`config.mk`:
```
export PLATFORM = sky130hd
export DESIGN_NAME = byte_route_demux_8
export DESIGN_NICKNAME = d
export VERILOG_FILES = /design/src/rtl/aes_stream_pkg.sv /design/src/rtl/skid_buf_8.sv /design/src/rtl/byte_route_demux_8.sv
export SDC_FILE = /design/constraint.sdc
export NUM_CORES = 1
export LEC_CHECK = 0
export CAP_MARGIN = 20
export CELL_PAD_IN_SITES_DETAIL_PLACEMENT = 1
export CELL_PAD_IN_SITES_GLOBAL_PLACEMENT = 1
export CORE_MARGIN = 8
export CORE_UTILIZATION = 44
export CTS_CLUSTER_SIZE = 10
export DETAILED_ROUTE_END_ITERATION = 8
export MAX_ROUTING_LAYER = met4
export PLACE_DENSITY_LB_ADDON = 0.1
export RECOVER_POWER = 100
export SYNTH_ARGS = -nofsm -noshare
export SYNTH_HDL_FRONTEND = slang
export SYNTH_SLANG_ARGS = --single-unit
```
`constraint.sdc`:
```
create_clock -name clk -period 3 [get_ports clk]
set_input_delay 0.45 -clock clk [delete_from_list [all_inputs] [get_ports clk]]
set_output_delay 0.45 -clock clk [all_outputs]
set_load 0.005 [all_outputs]
```
`src/rtl/aes_stream_pkg.sv`:
```
// Shared definitions for the AES byte-stream datapath: block size, mode
// encodings, skid buffer state encodings and the buffered beat layout.
package aes_stream_pkg;

   localparam int   AES_BLOCK_BYTES = 16;

   localparam logic MODE_ENC = 1'b0;
   localparam logic MODE_DEC = 1'b1;

   typedef enum logic [1:0] {
      SKID_EMPTY = 2'b00,
      SKID_ONE   = 2'b01,
      SKID_FULL  = 2'b10
   } skid_state_e;

   // One buffered beat: the byte plus its end-of-block marker.
   typedef struct packed {
      logic       last;
      logic [7:0] data;
   } byte_beat_t;

   // A buffer accepts a new beat whenever it is not already holding two.
   function automatic logic skid_has_room(input skid_state_e st);
      return (st != SKID_FULL);
   endfunction

endpackage

```
`src/rtl/skid_buf_8.sv`:
```
// Two-entry valid/ready skid buffer for one 9-bit beat (data + last).
// Output valid/beat and input ready all come straight from registers, so
// the upstream ready never depends combinationally on out_ready.
module skid_buf_8
   import aes_stream_pkg::*;
(
   input  logic       clk,
   input  logic       rst_n,
   input  byte_beat_t in_beat,
   input  logic       in_valid,
   output logic       in_ready,
   output byte_beat_t out_beat,
   output logic       out_valid,
   input  logic       out_ready
);

   skid_state_e state_r;
   byte_beat_t  head_r;
   byte_beat_t  tail_r;
   logic        valid_r;
   logic        ready_r;
   logic        push_s;
   logic        pop_s;

   assign push_s    = in_valid && ready_r;
   assign pop_s     = valid_r && out_ready;
   assign in_ready  = ready_r;
   assign out_valid = valid_r;
   assign out_beat  = head_r;

   // Occupancy FSM: head_r is the presented beat, tail_r the skid slot.
   always_ff @(posedge clk or negedge rst_n) begin
      if (!rst_n) begin
         state_r <= SKID_EMPTY;
         head_r  <= '0;
         tail_r  <= '0;
         valid_r <= 1'b0;
         ready_r <= 1'b1;
      end else begin
         case (state_r)
            SKID_EMPTY: begin
               if (push_s) begin
                  head_r  <= in_beat;
                  valid_r <= 1'b1;
                  state_r <= SKID_ONE;
               end
            end
            SKID_ONE: begin
               if (push_s && pop_s) begin
                  head_r <= in_beat;
               end else if (push_s) begin
                  tail_r  <= in_beat;
                  ready_r <= skid_has_room(SKID_FULL);
                  state_r <= SKID_FULL;
               end else if (pop_s) begin
                  valid_r <= 1'b0;
                  state_r <= SKID_EMPTY;
               end
            end
            SKID_FULL: begin
               // ready_r is low here, so only a pop can occur.
               if (pop_s) begin
                  head_r  <= tail_r;
                  ready_r <= 1'b1;
                  state_r <= SKID_ONE;
               end
            end
            default: begin
               valid_r <= 1'b0;
               ready_r <= 1'b1;
               state_r <= SKID_EMPTY;
            end
         endcase
      end
   end

endmodule

```
`src/rtl/byte_route_demux_8.sv`:
```
// Byte-stream demultiplexer feeding the forward (A, encrypt) or inverse
// (B, decrypt) S-box path. The mode is sampled on byte 0 of each block and
// the whole block follows it. Each channel has its own skid buffer.
// Optional feature macro: SELECT_STATS_EN adds per-channel block counters.
module byte_route_demux_8
   import aes_stream_pkg::*;
#(
   parameter int BLOCK_BYTES = AES_BLOCK_BYTES,
   parameter int CNT_W       = 4
)
(
   input  logic        clk,
   input  logic        rst_n,
   input  logic [7:0]  s_data,
   input  logic        s_mode,
   input  logic        s_valid,
   output logic        s_ready,
   output logic [7:0]  a_data,
   output logic        a_last,
   output logic        a_valid,
   input  logic        a_ready,
   output logic [7:0]  b_data,
   output logic        b_last,
   output logic        b_valid,
   input  logic        b_ready
`ifdef SELECT_STATS_EN
   ,
   output logic [15:0] a_blk_cnt,
   output logic [15:0] b_blk_cnt
`endif
);

   logic [CNT_W-1:0] idx_r;
   logic             mode_r;
   logic             first_s;
   logic             last_s;
   logic             sel_s;
   logic             accept_s;
   logic             a_push_s;
   logic             b_push_s;
   logic             a_in_ready_s;
   logic             b_in_ready_s;
   byte_beat_t       in_beat_s;
   byte_beat_t       a_beat_s;
   byte_beat_t       b_beat_s;

   // Route selection: byte 0 uses the live mode, later bytes the latched one.
   always_comb begin
      first_s   = (idx_r == '0);
      last_s    = (idx_r == CNT_W'(BLOCK_BYTES - 1));
      in_beat_s = '{last: last_s, data: s_data};
      if (first_s) begin
         sel_s = s_mode;
      end else begin
         sel_s = mode_r;
      end
      if (sel_s == MODE_DEC) begin
         s_ready  = b_in_ready_s;
         a_push_s = 1'b0;
         b_push_s = s_valid;
      end else begin
         s_ready  = a_in_ready_s;
         a_push_s = s_valid;
         b_push_s = 1'b0;
      end
      accept_s = s_valid && s_ready;
   end

   // Byte index within the block and the per-block mode latch.
   always_ff @(posedge clk or negedge rst_n) begin
      if (!rst_n) begin
         idx_r  <= '0;
         mode_r <= MODE_ENC;
      end else if (accept_s) begin
         if (first_s) begin
            mode_r <= s_mode;
         end
         if (last_s) begin
            idx_r <= '0;
         end else begin
            idx_r <= idx_r + CNT_W'(1);
         end
      end
   end

   skid_buf_8 u_skid_a (
      .clk       (clk),
      .rst_n     (rst_n),
      .in_beat   (in_beat_s),
      .in_valid  (a_push_s),
      .in_ready  (a_in_ready_s),
      .out_beat  (a_beat_s),
      .out_valid (a_valid),
      .out_ready (a_ready)
   );

   skid_buf_8 u_skid_b (
      .clk       (clk),
      .rst_n     (rst_n),
      .in_beat   (in_beat_s),
      .in_valid  (b_push_s),
      .in_ready  (b_in_ready_s),
      .out_beat  (b_beat_s),
      .out_valid (b_valid),
      .out_ready (b_ready)
   );

   assign a_data = a_beat_s.data;
   assign a_last = a_beat_s.last;
   assign b_data = b_beat_s.data;
   assign b_last = b_beat_s.last;

`ifdef SELECT_STATS_EN
   logic [15:0] a_blk_cnt_r;
   logic [15:0] b_blk_cnt_r;

   // Count completed blocks per channel on the handshake of their last byte.
   always_ff @(posedge clk or negedge rst_n) begin
      if (!rst_n) begin
         a_blk_cnt_r <= 16'h0000;
         b_blk_cnt_r <= 16'h0000;
      end else begin
         if (a_valid && a_ready && a_last) begin
            a_blk_cnt_r <= a_blk_cnt_r + 16'h0001;
         end
         if (b_valid && b_ready && b_last) begin
            b_blk_cnt_r <= b_blk_cnt_r + 16'h0001;
         end
      end
   end

   assign a_blk_cnt = a_blk_cnt_r;
   assign b_blk_cnt = b_blk_cnt_r;
`endif

endmodule

```
==> metrics.csv, run 1 <==
stage,metric,value,unit
yosys,synthFlopType,dfrtp_1,
routing,drt-pass1-iter-count,4,
finish,instances_no_fill,313,
timing,hold_violations,0,
critical_path,path_max_fanout,5,
timing,totalNegativeSetupSlack,0,ps
yosys,synth_top_family_by_area,multiplexers,
timing,period_minus_slack,2810,ps
clock_tree,htree_num_levels,2,
routing,drc,0,
finish,area.growth.synth_to_final,21.2,%
critical_path,required,2550,ps
grt,grt_pass1_vias,1933,
yosys,synth_edf_count,0,
timing,period_share,0.936,
timing,drv_slew,0,
floorplanning,core-area,5440,um^2
critical_path,cp.arrival,2360,ps
finish,drive_gt1_frac,0.295,
timing,fmax,356,MHz
floorplanning,die-area,8240,um^2
yosys,synthArstFlopShare,1.00,
grt,antenna_found_initial,0,
floorplanning,rows,27,
clock_tree,clk_pin_slew,90,ps
finish,fin_area,2980,um^2
placement,port_buffers,34,
placement,place_congestion,0.787,
yosys,synth_area_per_cell,12.4,um^2
yosys,seq_area_frac_synth,0.499,
clock_tree,numCtsBuffers,5,
yosys,synthCells,199,
timing,worstMarginPinSlew,993,ps
timing,finalSetupViolCount,0,
yosys,synth_top_cell_area_share,0.478,
critical_path,slowest_delay,460,ps
floorplanning,die_height,90.8,um
grt,track_usage,0.150,
critical_path,worstSetupEndpointType,primary output,
routing,antenna_left,0,
yosys,synth-adder-area-share,0.0305,
finish,final_common_cell,mux2_2,
placement,post-dp-hpwl,4210,um
pwr,ir_worst_vdd,368,uV
yosys,synth-simple-area-share,0.0778,
grt,grt_max_degree,50,
yosys,ys_top_cells_by_area,"dfrtp_1, mux2_2, ha_1, dfstp_2, mux2i_1",
routing,drtIter0Drc,99,
finish,utilization,0.548,
yosys,synth_compound_area_frac,0.0783,
finish,final_cell_mix,"mux2_2, dfrtp_1, dlygate4sd3_1",
critical_path,start_kind,register,
routing,vias,1695,
yosys,yosys.area_share.xor_xnor,0.00356,
placement,placed_cells,303,
timing,max_slew_margin,0.338,
critical_path,critPathBufInv,2,
worst_hold_path,hold_path.class,reg2reg,
clock_tree,cts_tree,yes,
timing,rsz0062_at_grt,no,
critical_path,worstSetupPathType,reg2out,
clock_tree,cts.path.max_buffers,2,
clock_tree,clk_latency,300,ps
critical_path,crit_chain,"inv_1, ha_1, nor3b_4, mux2i_1, mux2_2, clkdlybuf4s50_1",
floorplanning,die_w,90.8,um
grt,gr-total-overflow,0,
yosys,yosysUniqueCellTypes,32,
finish,final_net_count,260,
placement,placed_cell_area,2890,um^2
finish,n_antenna_cell,0,
clock_tree,cts.sinks,49,
grt,grt_pass1_wl,9780,um
routing,vias_per_cell,5.42,
yosys,synthesis.nets,219,
pwr,power.leakage,1.36,nW
floorplanning,start_util,0.452,
yosys,synth_top_area_cell,dfrtp_1,
yosys,ys_ff_latch,49,
yosys,synth.area.mux_share,0.286,
clock_tree,cts_root_buffer,clkbuf_8,
critical_path,cpMaxStageDelayCell,clkdlybuf4s50_1,
floorplanning,pin_count,35,
pwr,powerDensity,762,nW/um^2
routing,wl_per_cell,17.9,um
yosys,netlist_area,2460,um^2
outcome,status,finished clean,
yosys,yosysWarnings,0,
timing,skew,3.97,ps
routing,drt-total-wl,5600,um
job,max-cap-violations,0,
critical_path,path_delay_family,multiplexers,
-- routing by layer --
layer  vias to the layer above  global-route usage  wire length [um]
li1                        798                   -                 -
met1                       863               0.169              2320
met2                        26               0.255              3010
met3                         8              0.0374               187
met4                         0              0.0505                83
met5                         -                   -                 0
-- cell families (layout without fill, tap and decap cells) --
logic type	count (synthesis)	after routing
AOI/OAI and AO/OA	30	30
xor gates and xnor gates	1	1
muxes	63	63
and+or+nand+nor	36	36
adders and majority gates	6	6
DFF	49	49
buffers and inverters	14	56
-- sequential cells by signal (all words and copies together) (netlist names) --
signal / count
u_skid_b.out_beat: 9
u_skid_b.out_valid: 1
u_skid_b.in_ready: 1
u_skid_a.state_r: 2
u_skid_a.tail_r: 9
u_skid_a.in_ready: 1
u_skid_b.tail_r: 9
mode_r: 1
u_skid_a.out_valid: 1
idx_r: 4
u_skid_b.state_r: 2
u_skid_a.out_beat: 9
-- Yosys cell counts, types with 2 or more instances --
master	n
mux2_2	58
dfrtp_1	47
nand2_1	13
o21ai_0	9
inv_1	8
a21oi_1	7
ha_1	6
nor2_1	6
mux2i_1	5
nand3_1	5
clkbuf_1	4
o211ai_1	4
and3_1	3
o22ai_1	3
and3b_1	2
dfstp_2	2
o2bb2ai_1	2
-- metrics by stage --
step | power (mW) | hold slack [ps] | setup WS (ps)
after floorplan | 1.56 | 154 | 819
after global placement | 1.86 | 483 | 533
after detailed placement | 1.93 | 493 | 450
after CTS | 2.35 | 392 | 153
after global routing | 2.45 | 524 | 42.6
final | 2.27 | 510 | 193
-- repair_timing --
item / CTS / global route
buffers inserted: 0 / 0
endpoints found under the hold margin: 0 / 3
hold buffers: 0 / 1
gates resized for setup: 0 / 0
-- area by class of cell --
cell class / instances / area, um^2
fillers: 581 / 2460
repair buffers: 40 / 372
clock buffers: 7 / 86.3
flip-flops and latches: 49 / 1230
well taps: 72 / 90.1
multi-input cells: 136 / 1170
clock inverters: 1 / 7.51
inverters: 8 / 30.0
-- path summary, 6_finish.rpt --
check / startpoint / to / slack (ps) / cells after the start
worst max-delay path: idx_r[0]$_DFFE_PN0P_ / s_ready / 190 / 6
worst min-delay path: u_skid_b.tail_r[5]$_DFFE_PN0P_ / u_skid_b.tail_r[5]$_DFFE_PN0P_ / 510 / 1
worst max register to register: idx_r[0]$_DFFE_PN0P_ / u_skid_b.out_beat[7]$_DFFE_PN0P_ / 340 / 6
worst min register to register: u_skid_b.tail_r[5]$_DFFE_PN0P_ / u_skid_b.tail_r[5]$_DFFE_PN0P_ / 510 / 1
max in group asynchronous: rst_n / u_skid_b.out_beat[4]$_DFFE_PN0P_ / 1070 / 3
min in group asynchronous: rst_n / u_skid_a.state_r[1]$_DFFE_PN0P_ / 610 / 2
-- power by group --
group	switching, mW	internal (mW)
combinational	0.412	0.488
sequential	0.127	0.839
clock	0.217	0.188
(Power assumes the default switching activity.)
==> inputs of run 2 (changes only) <==
--- a/config.mk
+++ b/config.mk
@@ -12,6 +12,7 @@
 export CORE_UTILIZATION = 44
 export CTS_CLUSTER_SIZE = 10
 export DETAILED_ROUTE_END_ITERATION = 8
+export GPL_TIMING_DRIVEN = 0
 export MAX_ROUTING_LAYER = met4
 export PLACE_DENSITY_LB_ADDON = 0.1
 export RECOVER_POWER = 100
==> metrics.csv, run 2 (synthesis gave the netlist of run 1 again) <==
stage,metric,value,unit,change
outcome,status,"complete, but fails checks",,was finished clean
outcome,failed_checks,"max-capacitance violations, max-slew violations",,
finish,utilization,0.546,,was 0.548
placement,placed_cells,306,,was 303
grt,gr-total-overflow,0,,unchanged
timing,max_slew_margin,-0.0419,,was 0.338
clock_tree,post_cts_resized,0,,unchanged
critical_path,cpMaxStageDelayCell,clkdlybuf4s50_1,,unchanged
placement,place_congestion,0.755,,was 0.787
placement,post-dp-hpwl,4340,um,was 4210 um
floorplanning,die_height,90.8,um,unchanged
critical_path,r2r_setup_slack,330,ps,was 340 ps
timing,period_minus_slack,2790,ps,was 2810 ps
critical_path,start_kind,register,,unchanged
floorplanning,die_w,90.8,um,unchanged
critical_path,crit-reg2reg-launch,idx_r[0]$_DFFE_PN0P_,,unchanged
clock_tree,numCtsBuffers,5,,unchanged
critical_path,endpoint,s_ready,,unchanged
timing,period_share,0.930,,was 0.936
routing,vias_per_cell,5.44,,was 5.42
grt,antenna_found_initial,0,,unchanged
timing,fmax,358,MHz,was 356 MHz
finish,drive_gt1_frac,0.285,,was 0.295
critical_path,slowest_delay,450,ps,was 460 ps
critical_path,required,2550,ps,about the same
grt,track_usage,0.149,,was 0.150
finish,final_cell_mix,"mux2_2, dfrtp_1, dlygate4sd3_1",,unchanged
timing,finalSetupViolCount,0,,unchanged
floorplanning,die-area,8240,um^2,unchanged
critical_path,reg2reg_depth,7,,was 6
placement,port_buffers,34,,unchanged
timing,hold_violations,0,,unchanged
grt,grt_pass1_wl,9810,um,was 9780 um
finish,fillCellCount,572,,was 581
routing,antenna_left,0,,unchanged
routing,drtIter0Drc,96,,was 99
clock_tree,post-cts-setup-buffer-count,0,,unchanged
floorplanning,rows,27,,unchanged
placement,placed_cell_area,2910,um^2,was 2890 um^2
clock_tree,cts_tree,yes,,unchanged
clock_tree,cts.sinks,49,,unchanged
clock_tree,clk_latency,300,ps,about the same
routing,wl_per_cell,18.1,um,was 17.9 um
clock_tree,postCtsHoldBufs,0,,unchanged
finish,n_antenna_cell,0,,unchanged
critical_path,crit_chain,"inv_1, ha_1, nor3b_4, mux2i_1, mux2_2, clkdlybuf4s50_1",,unchanged
floorplanning,pin_count,35,,unchanged
routing,drt-total-wl,5700,um,was 5600 um
routing,drt-pass1-iter-count,4,,unchanged
critical_path,r2r-end,u_skid_a.tail_r[1]$_DFFE_PN0P_,,was u_skid_b.out_beat[7]$_DFFE_PN0P_
grt,grt_pass1_vias,1960,,was 1933
timing,skew,7.34,ps,was 3.97 ps
critical_path,worstSetupPathType,reg2out,,unchanged
finish,instances_no_fill,314,,was 313
timing,worstMarginPinSlew,1560,ps,was 993 ps
routing,vias,1709,,was 1695
placement,place_ws,437,ps,was 450 ps
clock_tree,cts.path.max_buffers,2,,unchanged
job,max-cap-violations,1,,was 0
critical_path,cp.arrival,2340,ps,was 2360 ps
pwr,power.leakage,1.36,nW,about the same
clock_tree,cts_root_buffer,clkbuf_8,,unchanged
finish,final_net_count,261,,was 260
timing,totalNegativeSetupSlack,0,ps,unchanged
finish,fin_area,2970,um^2,was 2980 um^2
critical_path,path_max_fanout,5,,unchanged
clock_tree,htree_num_levels,2,,unchanged
routing,drc,0,,unchanged
finish,final_common_cell,mux2_2,,unchanged
finish,area.growth.synth_to_final,20.8,%,was 21.2%
critical_path,worstSetupEndpointType,primary output,,unchanged
floorplanning,start_util,0.452,,unchanged
timing,drv_slew,36,,was 0
critical_path,critPathLaunch,idx_r[0]$_DFFE_PN0P_,,unchanged
clock_tree,clk_pin_slew,90,ps,about the same
timing,rsz0062_at_grt,no,,unchanged
grt,grt_max_degree,36,,was 50
floorplanning,core-area,5440,um^2,unchanged
worst_hold_path,hold_path.class,in2async,,was reg2reg
timing,finalWorstSetupSlack,210,ps,was 193 ps
pwr,ir_worst_vdd,484,uV,was 368 uV
pwr,powerDensity,756,nW/um^2,was 762 nW/um^2
-- run 2: cell types whose count changed in the layout (fill, tap and decap cells not counted), sizes merged --
cell	delta
clkinvlp	-1
clkbuf	+2
buf	-2
dlymetal6s4s	+1
clkinv	+2
dlygate4sd3	-1
-- run 2: final cells by class --
type                    instances  area [um^2]  area share
repair buffers                 35          347       0.117
flip-flops and latches         49         1230       0.413
clock inverters                 2         10.0     0.00337
plain buffers                   6         22.5     0.00758
well taps                      72         90.1      0.0303
multi-input cells             136         1170       0.394
inverters                       8         30.0      0.0101
clock buffers                   6         72.6      0.0244
-- run 2: report_power, final --
part	switching (mW)	leakage, nW	internal [mW]
Clock	0.211	0.0450	0.162
Sequential	0.129	0.627	0.839
Combinational	0.419	0.693	0.486
Total	0.759	1.36	1.49
-- run 2: worst max-delay path: cells and delay by family (launching register included) --
family                     cells  cell delay [ps]
and+or+nand+nor                1              330
buffers and inverters          2              530
DFF                            1              430
muxes                          2              600
adders and majority gates      1              160
-- run 2: metrics by stage --
step | power (mW) | hold slack (ps)
final | 2.25 | 239
after global routing | 2.42 | 275
after floorplan | 1.56 | 154
after CTS | 2.31 | 67.0
after detailed placement | 1.93 | 398
after global placement | 1.86 | 481
-- run 2: how the worst min path moves through the flow --
stage                                    from                             end  slack, ps  depth (start not counted)
2_1_floorplan                           rst_n            idx_r[0]$_DFFE_PN0P_        150                          0
3_3_place_gp   u_skid_b.tail_r[6]$_DFFE_PN0P_  u_skid_b.tail_r[6]$_DFFE_PN0P_        480                          1
3_5_place_dp                            rst_n  u_skid_a.out_valid$_DFFE_PN0P_        400                          1
4_1_cts                                 rst_n  u_skid_a.out_valid$_DFFE_PN0P_         70                          1
5_1_grt                                 rst_n            idx_r[2]$_DFFE_PN0P_        280                          1
6_report                                rst_n            idx_r[2]$_DFFE_PN0P_        240                          1
-- run 2: routing by layer --
metal,global-route usage,routed length [um]
met5,-,0
met3,0.0357,180
met1,0.165,2420
met2,0.262,3010
met4,0.0396,80
==> inputs of run 3 (changes only) <==
--- a/config.mk
+++ b/config.mk
@@ -6,10 +6,10 @@
 export NUM_CORES = 1
 export LEC_CHECK = 0
 export CAP_MARGIN = 20
-export CELL_PAD_IN_SITES_DETAIL_PLACEMENT = 1
-export CELL_PAD_IN_SITES_GLOBAL_PLACEMENT = 1
+export CELL_PAD_IN_SITES_DETAIL_PLACEMENT = 0
+export CELL_PAD_IN_SITES_GLOBAL_PLACEMENT = 2
 export CORE_MARGIN = 8
-export CORE_UTILIZATION = 44
+export CORE_UTILIZATION = 36
 export CTS_CLUSTER_SIZE = 10
 export DETAILED_ROUTE_END_ITERATION = 8
 export GPL_TIMING_DRIVEN = 0
==> metrics.csv, run 3 (synthesis gave the netlist of run 1 again) <==
stage,metric,value,unit,change
clock_tree,clk_pin_slew,90,ps,about the same
clock_tree,htree_num_levels,2,,unchanged
clock_tree,cts.sinks,49,,unchanged
finish,final_cell_mix,"mux2_2, dfrtp_1, dlygate4sd3_1",,unchanged
critical_path,slowest_delay,440,ps,was 450 ps
clock_tree,post_cts_resized,0,,unchanged
finish,drive_gt1_frac,0.286,,was 0.285
critical_path,worstSetupPathType,reg2out,,unchanged
routing,vias,1674,,was 1709
timing,fmax,363,MHz,was 358 MHz
timing,rsz0062_at_grt,no,,unchanged
critical_path,path_max_fanout,5,,unchanged
routing,drc,0,,unchanged
floorplanning,core-area,6720,um^2,was 5440 um^2
floorplanning,pin_count,35,,unchanged
placement,placed_cell_area,2920,um^2,was 2910 um^2
critical_path,r2r_setup_slack,310,ps,was 330 ps
floorplanning,start_util,0.366,,was 0.452
pwr,ir_worst_vdd,380,uV,was 484 uV
critical_path,r2r-end,u_skid_a.tail_r[1]$_DFFE_PN0P_,,unchanged
pwr,power.leakage,1.36,nW,about the same
clock_tree,cts_root_buffer,clkbuf_8,,unchanged
pwr,powerDensity,754,nW/um^2,was 756 nW/um^2
grt,track_usage,0.123,,was 0.149
routing,drt-pass1-iter-count,3,,was 4
placement,port_buffers,34,,unchanged
critical_path,cp.arrival,2310,ps,was 2340 ps
finish,final_common_cell,mux2_2,,unchanged
timing,skew,4.06,ps,was 7.34 ps
finish,area.growth.synth_to_final,21.5,%,was 20.8%
grt,gr-total-overflow,0,,unchanged
critical_path,endpoint,s_ready,,unchanged
critical_path,worstSetupEndpointType,primary output,,unchanged
placement,post-dp-hpwl,4070,um,was 4340 um
clock_tree,postCtsHoldBufs,0,,unchanged
finish,fin_area,2990,um^2,was 2970 um^2
pwr,seqPwrFrac,0.426,,was 0.431
floorplanning,die_height,98.7,um,was 90.8 um
routing,drt-total-wl,5430,um,was 5700 um
floorplanning,die_w,98.7,um,was 90.8 um
grt,grt_pass1_wl,9310,um,was 9810 um
critical_path,crit_chain,"inv_1, ha_1, nor3b_4, mux2i_1, mux2_2, clkdlybuf4s50_1",,unchanged
grt,antenna_found_initial,0,,unchanged
timing,drv_slew,36,,unchanged
pwr,power_frac_comb,0.397,,was 0.403
pwr,power_switching_share,0.331,,was 0.338
clock_tree,cts.path.max_buffers,2,,unchanged
timing,period_share,0.919,,was 0.930
critical_path,cpMaxStageDelayCell,clkdlybuf4s50_1,,unchanged
clock_tree,numCtsBuffers,5,,unchanged
routing,drtIter0Drc,28,,was 96
critical_path,required,2550,ps,about the same
worst_hold_path,hold_path.class,in2async,,unchanged
clock_tree,post-cts-setup-buffer-count,0,,unchanged
pwr,p_int,1.51,mW,was 1.49 mW
timing,finalSetupViolCount,0,,unchanged
critical_path,start_kind,register,,unchanged
timing,worstMarginPinSlew,1650,ps,was 1560 ps
timing,max_slew_margin,-0.102,,was -0.0419
pwr,power.switching,0.747,mW,was 0.759 mW
critical_path,reg2reg_depth,7,,unchanged
outcome,failed_checks,"max-capacitance violations, max-slew violations",,unchanged
grt,grt_max_degree,36,,unchanged
floorplanning,die-area,9730,um^2,was 8240 um^2
timing,totalNegativeSetupSlack,0,ps,unchanged
job,max-cap-violations,1,,unchanged
grt,grt_pass1_vias,1939,,was 1960
outcome,status,"complete, but fails checks",,unchanged
critical_path,critPathLaunch,idx_r[0]$_DFFE_PN0P_,,unchanged
critical_path,crit-reg2reg-launch,idx_r[0]$_DFFE_PN0P_,,unchanged
timing,period_minus_slack,2760,ps,was 2790 ps
pwr,p_clk_frac,0.176,,was 0.166
floorplanning,rows,30,,was 27
finish,n_antenna_cell,0,,unchanged
clock_tree,cts_tree,yes,,unchanged
routing,antenna_left,0,,unchanged
routing,wl_per_cell,16.9,um,was 18.1 um
placement,place_congestion,0.726,,was 0.755
routing,vias_per_cell,5.21,,was 5.44
timing,hold_violations,0,,unchanged
clock_tree,clk_latency,300,ps,about the same
finish,final_net_count,261,,unchanged
## run 3: changes by cell type in the layout (fill, tap and decap cells not counted), sizes merged
cell | previous run | this run
clkinvlp | 0 | 1
clkinv | 2 | 0
## run 3: routing by layer
| metal | GRT usage | wire, um | vias to the layer above |
|---|---|---|---|
| li1 | - | - | 808 |
| met1 | 0.125 | 2340 | 837 |
| met2 | 0.223 | 2880 | 23 |
| met3 | 0.0275 | 145 | 6 |
| met4 | 0.0472 | 59 | 0 |
| met5 | - | 0 | - |
## run 3: area by class of cell
class / instances / area [um^2]
clock buffer: 6 / 82.6
timing repair buffer: 35 / 347
clock inverter: 1 / 7.51
buffer: 6 / 22.5
multi-input combinational: 136 / 1170
fill: 590 / 3730
tap: 80 / 100
sequential: 49 / 1230
inverter: 8 / 30.0
## run 3: worst min-delay path by stage
stage,end,cells past startpoint
6_report,u_skid_b.out_beat[7]$_DFFE_PN0P_,1
5_1_grt,u_skid_b.tail_r[1]$_DFFE_PN0P_,1
4_1_cts,u_skid_a.out_beat[1]$_DFFE_PN0P_,1
3_5_place_dp,u_skid_a.out_beat[1]$_DFFE_PN0P_,1
3_3_place_gp,u_skid_a.tail_r[3]$_DFFE_PN0P_,1
2_1_floorplan,idx_r[0]$_DFFE_PN0P_,0
## run 3: critical path: cells and delay by family (launching register included)
kind	cells	cell delay, ps
multiplexers	2	590
buffers and inverters	2	520
flip-flops	1	430
AND/OR/NAND/NOR	1	330
adder cells (fa/ha/maj)	1	150
## run 3: power groups by stage
stage,Clock (mW),Combinational [mW],Sequential (mW)
after floorplan,0,0.606,0.952
after global placement,0,0.893,0.961
after detailed placement,0,0.941,0.976
after CTS,0.418,0.942,0.965
after global routing,0.442,0.993,0.985
final,0.397,0.896,0.961
## run 3: through the flow
| stage | utilization | setup slack [ps] | hold WS, ps | instances | power [mW] |
|---|---|---|---|---|---|
| floorplan | - | 819 | 154 | 199 | 1.56 |
| global placement | 0.432 | 125 | 481 | 313 | 1.85 |
| detailed placement | 0.434 | 383 | 387 | 314 | 1.92 |
| CTS | 0.447 | 196 | 49.1 | 321 | 2.32 |
| global route | 0.445 | 92.0 | 247 | 321 | 2.42 |
| finish | 0.445 | 242 | 187 | 321 | 2.25 |
